--- src/rtl/intc_pkg.sv ---
// Shared INTC types: error-capture FSM states and the source-count ceiling.
package intc_pkg;
  typedef enum logic [1:0] {ERR_IDLE, ERR_REQ, ERR_SRV} err_st_e;
  localparam int INTC_ERR_MAX_SRC = 32;
endpackage

--- src/rtl/intc_err_capture_if.sv ---
// CPU-side request/acknowledge/end-of-interrupt handshake of the error capture unit.
// The master modport is the capture unit; the slave modport is the CPU.
interface intc_err_capture_if #(
  parameter int NUM_SRC = 8
) ();
  localparam int IDW = $clog2(NUM_SRC);

  logic           req_o;
  logic [IDW-1:0] req_id_o;
  logic           ack_i;
  logic           srv_o;
  logic [IDW-1:0] srv_id_o;
  logic           eoi_i;

  modport master (
    output req_o, req_id_o, srv_o, srv_id_o,
    input  ack_i, eoi_i
  );

  modport slave (
    input  req_o, req_id_o, srv_o, srv_id_o,
    output ack_i, eoi_i
  );
endinterface

--- src/rtl/intc_err_capture_prio_enc.sv ---
// Combinational lowest-index-first priority encoder; zero latency, no backpressure.
module intc_prio_enc #(
  parameter int N = 8
) (
  input  logic [N-1:0]         i_in,
  output logic [$clog2(N)-1:0] o_id,
  output logic                 o_vld
);
  localparam int IDW = $clog2(N);

  always_comb begin
    o_id  = '0;
    o_vld = 1'b0;
    // Descending scan so the lowest set index is the last to write.
    for (int i = N - 1; i >= 0; i--) begin
      if (i_in[i]) begin
        o_id  = IDW'(i);
        o_vld = 1'b1;
      end
    end
  end
endmodule

--- src/rtl/intc_err_capture.sv ---
// Error-interrupt capture: edge/level pending + overflow, one lowest-index request via req/ack/eoi.
// Latency line->pend 1 cycle, pend->req 1 cycle; request is held until ack or withdrawn by clear/mask.
module intc_err_capture
  import intc_pkg::*;
#(
  parameter int NUM_SRC     = 8,
  parameter int SYNC_STAGES = 0,
  parameter int AUTO_CLR    = 1
) (
  input  logic               clk,
  input  logic               rst_n,
  input  logic [NUM_SRC-1:0] intreq_i,
  input  logic [NUM_SRC-1:0] rg_mode_i,
  input  logic [NUM_SRC-1:0] rg_mask_i,
  input  logic [NUM_SRC-1:0] rg_clr_i,
  output logic [NUM_SRC-1:0] pend_o,
  output logic [NUM_SRC-1:0] ovf_o,
  intc_err_capture_if.master cpu
);
  localparam int IDW = $clog2(NUM_SRC);

  logic [NUM_SRC-1:0] w_s;
  logic [NUM_SRC-1:0] r_prev;
  logic [NUM_SRC-1:0] r_pend;
  logic [NUM_SRC-1:0] r_ovf;
  logic [NUM_SRC-1:0] w_set;
  logic [NUM_SRC-1:0] w_srv_bit;
  logic [NUM_SRC-1:0] w_eoi_clr;
  logic [NUM_SRC-1:0] w_pend_nxt;
  logic [NUM_SRC-1:0] w_ovf_nxt;
  logic [NUM_SRC-1:0] w_elig;
  logic               w_autoclr;
  logic [IDW-1:0]     w_win_id;
  logic               w_win_vld;

  err_st_e            r_st;
  logic               r_req;
  logic [IDW-1:0]     r_req_id;
  logic               r_srv;
  logic [IDW-1:0]     r_srv_id;

  generate
    if (SYNC_STAGES == 0) begin : g_nosync
      assign w_s = intreq_i;
    end else begin : g_sync
      logic [NUM_SRC-1:0] r_sync [SYNC_STAGES];
      always_ff @(posedge clk or negedge rst_n) begin
        if (!rst_n) begin
          for (int k = 0; k < SYNC_STAGES; k++) r_sync[k] <= '0;
        end else begin
          r_sync[0] <= intreq_i;
          for (int k = 1; k < SYNC_STAGES; k++) r_sync[k] <= r_sync[k-1];
        end
      end
      assign w_s = r_sync[SYNC_STAGES-1];
    end
  endgenerate

  assign w_set     = (rg_mode_i & w_s) | (~rg_mode_i & w_s & ~r_prev);
  assign w_srv_bit = NUM_SRC'(1) << r_srv_id;
  assign w_autoclr = (AUTO_CLR != 0) && (r_st == ERR_SRV) && cpu.eoi_i;
  assign w_eoi_clr = w_srv_bit & {NUM_SRC{w_autoclr}};

  // Mask beats set beats clear; a fresh set survives an end-of-interrupt auto-clear.
  assign w_pend_nxt = ((r_pend & ~(rg_clr_i | w_eoi_clr)) | w_set) & ~rg_mask_i;
  assign w_ovf_nxt  = ((r_ovf & ~rg_clr_i) | (w_set & ~rg_mode_i & r_pend & ~rg_clr_i))
                      & ~rg_mask_i;

  assign w_elig = r_pend & ~rg_mask_i & ~(w_srv_bit & {NUM_SRC{r_srv}});

  intc_prio_enc #(.N(NUM_SRC)) u_prio (
    .i_in  (w_elig),
    .o_id  (w_win_id),
    .o_vld (w_win_vld)
  );

  always_ff @(posedge clk or negedge rst_n) begin
    if (!rst_n) begin
      r_prev <= '0;
      r_pend <= '0;
      r_ovf  <= '0;
    end else begin
      r_prev <= w_s;
      r_pend <= w_pend_nxt;
      r_ovf  <= w_ovf_nxt;
    end
  end

  always_ff @(posedge clk or negedge rst_n) begin
    if (!rst_n) begin
      r_st     <= ERR_IDLE;
      r_req    <= 1'b0;
      r_req_id <= '0;
      r_srv    <= 1'b0;
      r_srv_id <= '0;
    end else begin
      case (r_st)
        ERR_IDLE: begin
          if (w_win_vld) begin
            r_st     <= ERR_REQ;
            r_req    <= 1'b1;
            r_req_id <= w_win_id;
          end
        end
        ERR_REQ: begin
          // Ack takes precedence over a same-cycle withdrawal.
          if (cpu.ack_i) begin
            r_st     <= ERR_SRV;
            r_req    <= 1'b0;
            r_srv    <= 1'b1;
            r_srv_id <= r_req_id;
          end else if (!w_pend_nxt[r_req_id]) begin
            r_st  <= ERR_IDLE;
            r_req <= 1'b0;
          end
        end
        ERR_SRV: begin
          if (cpu.eoi_i || rg_clr_i[r_srv_id] || rg_mask_i[r_srv_id]) begin
            r_st  <= ERR_IDLE;
            r_srv <= 1'b0;
          end
        end
        default: begin
          r_st  <= ERR_IDLE;
          r_req <= 1'b0;
          r_srv <= 1'b0;
        end
      endcase
    end
  end

  assign pend_o       = r_pend;
  assign ovf_o        = r_ovf;
  assign cpu.req_o    = r_req;
  assign cpu.req_id_o = r_req_id;
  assign cpu.srv_o    = r_srv;
  assign cpu.srv_id_o = r_srv_id;
endmodule

--- src/flat_wrapper.sv ---
// flat-port wrapper written by rule: the top's interface ports become plain ports
module intc_err_capture_flat import intc_pkg::*;
#(
  parameter int NUM_SRC     = 8,
  parameter int SYNC_STAGES = 0,
  parameter int AUTO_CLR    = 1
)
  (clk, rst_n, intreq_i, rg_mode_i, rg_mask_i, rg_clr_i, pend_o, ovf_o, cpu_req_o, cpu_req_id_o, cpu_srv_o, cpu_srv_id_o, cpu_ack_i, cpu_eoi_i);
  intc_err_capture_if #(.NUM_SRC(NUM_SRC)) cpu_i ();
  input  logic clk;
  input  logic rst_n;
  input  logic [NUM_SRC-1:0] intreq_i;
  input  logic [NUM_SRC-1:0] rg_mode_i;
  input  logic [NUM_SRC-1:0] rg_mask_i;
  input  logic [NUM_SRC-1:0] rg_clr_i;
  output logic [NUM_SRC-1:0] pend_o;
  output logic [NUM_SRC-1:0] ovf_o;
  output wire logic [$bits(cpu_i.req_o)-1:0] cpu_req_o;
  output wire logic [$bits(cpu_i.req_id_o)-1:0] cpu_req_id_o;
  output wire logic [$bits(cpu_i.srv_o)-1:0] cpu_srv_o;
  output wire logic [$bits(cpu_i.srv_id_o)-1:0] cpu_srv_id_o;
  input wire logic [$bits(cpu_i.ack_i)-1:0] cpu_ack_i;
  input wire logic [$bits(cpu_i.eoi_i)-1:0] cpu_eoi_i;
  assign cpu_req_o = cpu_i.req_o;
  assign cpu_req_id_o = cpu_i.req_id_o;
  assign cpu_srv_o = cpu_i.srv_o;
  assign cpu_srv_id_o = cpu_i.srv_id_o;
  assign cpu_i.ack_i = cpu_ack_i;
  assign cpu_i.eoi_i = cpu_eoi_i;
  intc_err_capture #(.NUM_SRC(NUM_SRC), .SYNC_STAGES(SYNC_STAGES), .AUTO_CLR(AUTO_CLR)) u_core (.clk(clk), .rst_n(rst_n), .intreq_i(intreq_i), .rg_mode_i(rg_mode_i), .rg_mask_i(rg_mask_i), .rg_clr_i(rg_clr_i), .pend_o(pend_o), .ovf_o(ovf_o), .cpu(cpu_i));
endmodule
--- config.mk ---
export PLATFORM = sky130hd
export DESIGN_NAME = intc_err_capture_flat
export DESIGN_NICKNAME = d
export VERILOG_FILES = /design/src/rtl/intc_pkg.sv /design/src/rtl/intc_err_capture_if.sv /design/src/rtl/intc_err_capture_prio_enc.sv /design/src/rtl/intc_err_capture.sv /design/src/flat_wrapper.sv
export SDC_FILE = /design/constraint.sdc
export NUM_CORES = 1
export LEC_CHECK = 0
export ABC_AREA = 1
export CELL_PAD_IN_SITES_DETAIL_PLACEMENT = 1
export CELL_PAD_IN_SITES_GLOBAL_PLACEMENT = 1
export CORE_ASPECT_RATIO = 1.25
export CORE_MARGIN = 3
export CORE_UTILIZATION = 36
export CTS_BUF_LIST = sky130_fd_sc_hd__clkbuf_8
export DETAILED_ROUTE_END_ITERATION = 10
export HOLD_SLACK_MARGIN = 0.15
export PLACE_DENSITY_LB_ADDON = 0.1
export RECOVER_POWER = 100
export SYNTH_ARGS = -nofsm -noshare
export SYNTH_HDL_FRONTEND = slang
export SYNTH_SLANG_ARGS = --single-unit
--- constraint.sdc ---
create_clock -name clk -period 3.2 [get_ports clk]
set_input_delay 0.96 -clock clk [delete_from_list [all_inputs] [get_ports clk]]
set_output_delay 0.96 -clock clk [all_outputs]
set_load 0.03 [all_outputs]
==> results_dict.tcl <==
set metrics [dict create \
    outcome "finished, final reports clean" \
    io_buffers 59 \
    setup-tns-final_ns 0 \
    routed_wl_mm 5.54 \
    ys_ff_latch 34 \
    slowest_delay_ns 0.81 \
    htreeDepth 2 \
    total_leakage_power_nw 1.28 \
    rsz0062_at_grt "no" \
    fp-row-count 28 \
    routed_via_density 4.99 \
    period_minus_slack_ns 2.64 \
    grt.total_usage 0.199 \
    grt_pass1_vias 2086 \
    post_dp_cell_area_um2 2500 \
    drc 0 \
    cts_buffers 5 \
    seqCellArea_um2 851 \
    drtAntennaViolNets 0 \
    die_w_um 70.0 \
    diodes 0 \
    root_buffer "clkbuf_8" \
    finalSetupViolCount 0 \
    syn_avg_cell_area_um2 7.54 \
    powerDensity_nw_per_um2 592 \
    min_path_type "flop to flop" \
    post_cts_buffers 0 \
    tritoncts "yes" \
    antenna_found_initial 0 \
    syn_nets 280 \
    multi_input_area_um2 803 \
    crit_required_ns 2.24 \
    clk_pin_slew_ns 0.06 \
    core_area_um2 4830 \
    final_cell_area_um2 2560 \
    grt_pass1_wl_mm 9.63 \
    io-pin-count 60 \
    clock_latency_ns 0.28 \
    syn_area_um2 1840 \
    fin_nets 345 \
    netlist_instances 244 \
    drtPass1Iterations 4 \
    dieArea_um2 6010 \
    dp_slack_ns 0.530 \
    cts_resized 0 \
    critPathMaxFanout 10 \
    grt_overflow 0 \
    drv_slew 0 \
    hold_viol 0 \
    startpoint_type "flop" \
    gp_congestion 0.831 \
    ir_drop_v 0.000418 \
    hold_buffers 0 \
    fin_ws_ns 0.561 \
    layout-drive-gt1-share 0.0841 \
    fillCellCount 643 \
    fmax_mhz 379 \
    wire_per_inst_um 15.0 \
    crit_chain "dlygate4sd3_1" \
    initial_core_util 0.381 \
    worstSetupPathType "flop to primary output" \
    drt-initial-drc-count 86 \
    crit_path_end_kind "primary output" \
    worst-path-buf-inv 1 \
    hpwl_mm 4.55 \
    area_delta_synth_final_pct 39.2 \
    tightest_slew_ns 0.453 \
    relSlewSlack 0.698 \
    synthDistinctLibCells 26 \
    cts.sinks 34 \
    drv_cap 0 \
    via_count 1841 \
    skew_ns 0.00440 \
    critical-path-top-delay-family "buffers and inverters" \
    arrival_ns 1.68 \
    yosys_warnings 0 \
    yosysSeqAreaShare 0.462 \
    die_h_um 85.9 \
    cp_slowest_cell "dlygate4sd3_1" \
    grt_max_degree 35 \
    clock_tree.buffer_depth 2 \
    finalCritPeriodShare 0.825 \
]
synthesized netlist by cell type:
master / number / area [um^2]
buf_2: 1 / 5.00
o21ai_1: 1 / 5.00
o21a_1: 1 / 7.51
nand2_2: 3 / 18.8
buf_4: 1 / 7.51
nand4_1: 2 / 12.5
a31oi_1: 5 / 31.3
nand3_2: 5 / 50.1
or2_2: 7 / 43.8
a21oi_2: 1 / 8.76
dfrtp_1: 34 / 851
nor3_1: 4 / 20.0
a22oi_1: 2 / 15.0
o31ai_2: 1 / 12.5
nor2_2: 3 / 18.8
a21boi_0: 4 / 30.0
o21ai_0: 12 / 60.1
nor3_2: 1 / 10.0
a21oi_1: 8 / 40.0
inv_2: 3 / 11.3
o211ai_1: 2 / 15.0
nand2_1: 63 / 236
nor2_4: 1 / 11.3
nor2_1: 22 / 82.6
nand3_1: 18 / 90.1
inv_1: 39 / 146
path summary, 6_finish.rpt:
path	endpoint	slack, ns	cells past startpoint	start
max	cpu_srv_o	0.56	1	u_core.cpu.srv_o
min in group asynchronous	u_core.r_prev[4]	1.18	2	rst_n
max in group asynchronous	u_core.ovf_o[7]	1.71	2	rst_n
min reg2reg	u_core.cpu.req_o	0.49	2	u_core.cpu.req_o
max reg2reg	u_core.cpu.req_o	1.32	14	u_core.r_st[0]
min	u_core.cpu.req_o	0.49	2	u_core.cpu.req_o
sequential cells by signal, indices dropped and copies added (netlist names):
signal	cells
u_core.cpu.req_id_o	3
u_core.cpu.req_o	1
u_core.cpu.srv_id_o	3
u_core.cpu.srv_o	1
u_core.ovf_o	8
u_core.pend_o	8
u_core.r_prev	8
u_core.r_st	2
routing by layer:
| layer | share of wire | GRT usage | routed length [um] |
|---|---|---|---|
| met1 | 0.42 | 0.228 | 2300 |
| met2 | 0.53 | 0.363 | 2930 |
| met3 | 0.032 | 0.0340 | 179 |
| met4 | 0.023 | 0.0854 | 126 |
| met5 | 0 | 0 | 0 |
cell usage in the layout, fill, tap and decap left out, types with 2 or more instances in the layout:
cell type / n
clkdlybuf4s50_1: 22
or2_2: 7
nor2_1: 24
nand3_1: 19
inv_1: 41
a31oi_1: 5
inv_2: 3
nor3_1: 4
nand4_1: 2
a22oi_1: 2
o211ai_1: 2
dlygate4sd3_1: 37
a21boi_0: 4
a21oi_1: 9
o21ai_0: 13
dfrtp_1: 34
nand2_2: 2
nand2_1: 64
clkbuf_8: 5
nand3_2: 4
power by group:
| group | total (mW) | internal, mW | switching (mW) |
|---|---|---|---|
| Clock | 0.283 | 0.143 | 0.139 |
| Sequential | 0.607 | 0.499 | 0.108 |
| Combinational | 0.626 | 0.227 | 0.399 |
kinds of logic after synthesis:
group           Yosys count  synth area share
buf+inv                  44            0.0925
compound gates           37             0.122
simple gates            129             0.323
flops                    34             0.462
layout make-up:
type                            instances  area share
Inverter                               42      0.0616
Clock inverter                          2     0.00293
Timing Repair Buffer                   60       0.234
Sequential cell                        34       0.332
Multi-Input combinational cell        166       0.314
Tap cell                               60      0.0293
Clock buffer                            5      0.0269
tightest hold or removal path, stage by stage (launching register included):
cell and delay, ns:
dfrtp_1 0.35, nand2_1 0.06, nand2_1 0.05
through the flow:
step	std cells	hold slack, ns	util	power (mW)
6_report	369	0.489	0.530	1.52
5_1_grt	369	0.524	0.530	1.63
4_1_cts	369	0.496	0.533	1.57
3_5_place_dp	362	0.470	0.517	1.28
3_3_place_gp	362	0.465	0.517	1.26
2_1_floorplan	244	0.501	-	1.00
Power figures use the tool's default switching activity.
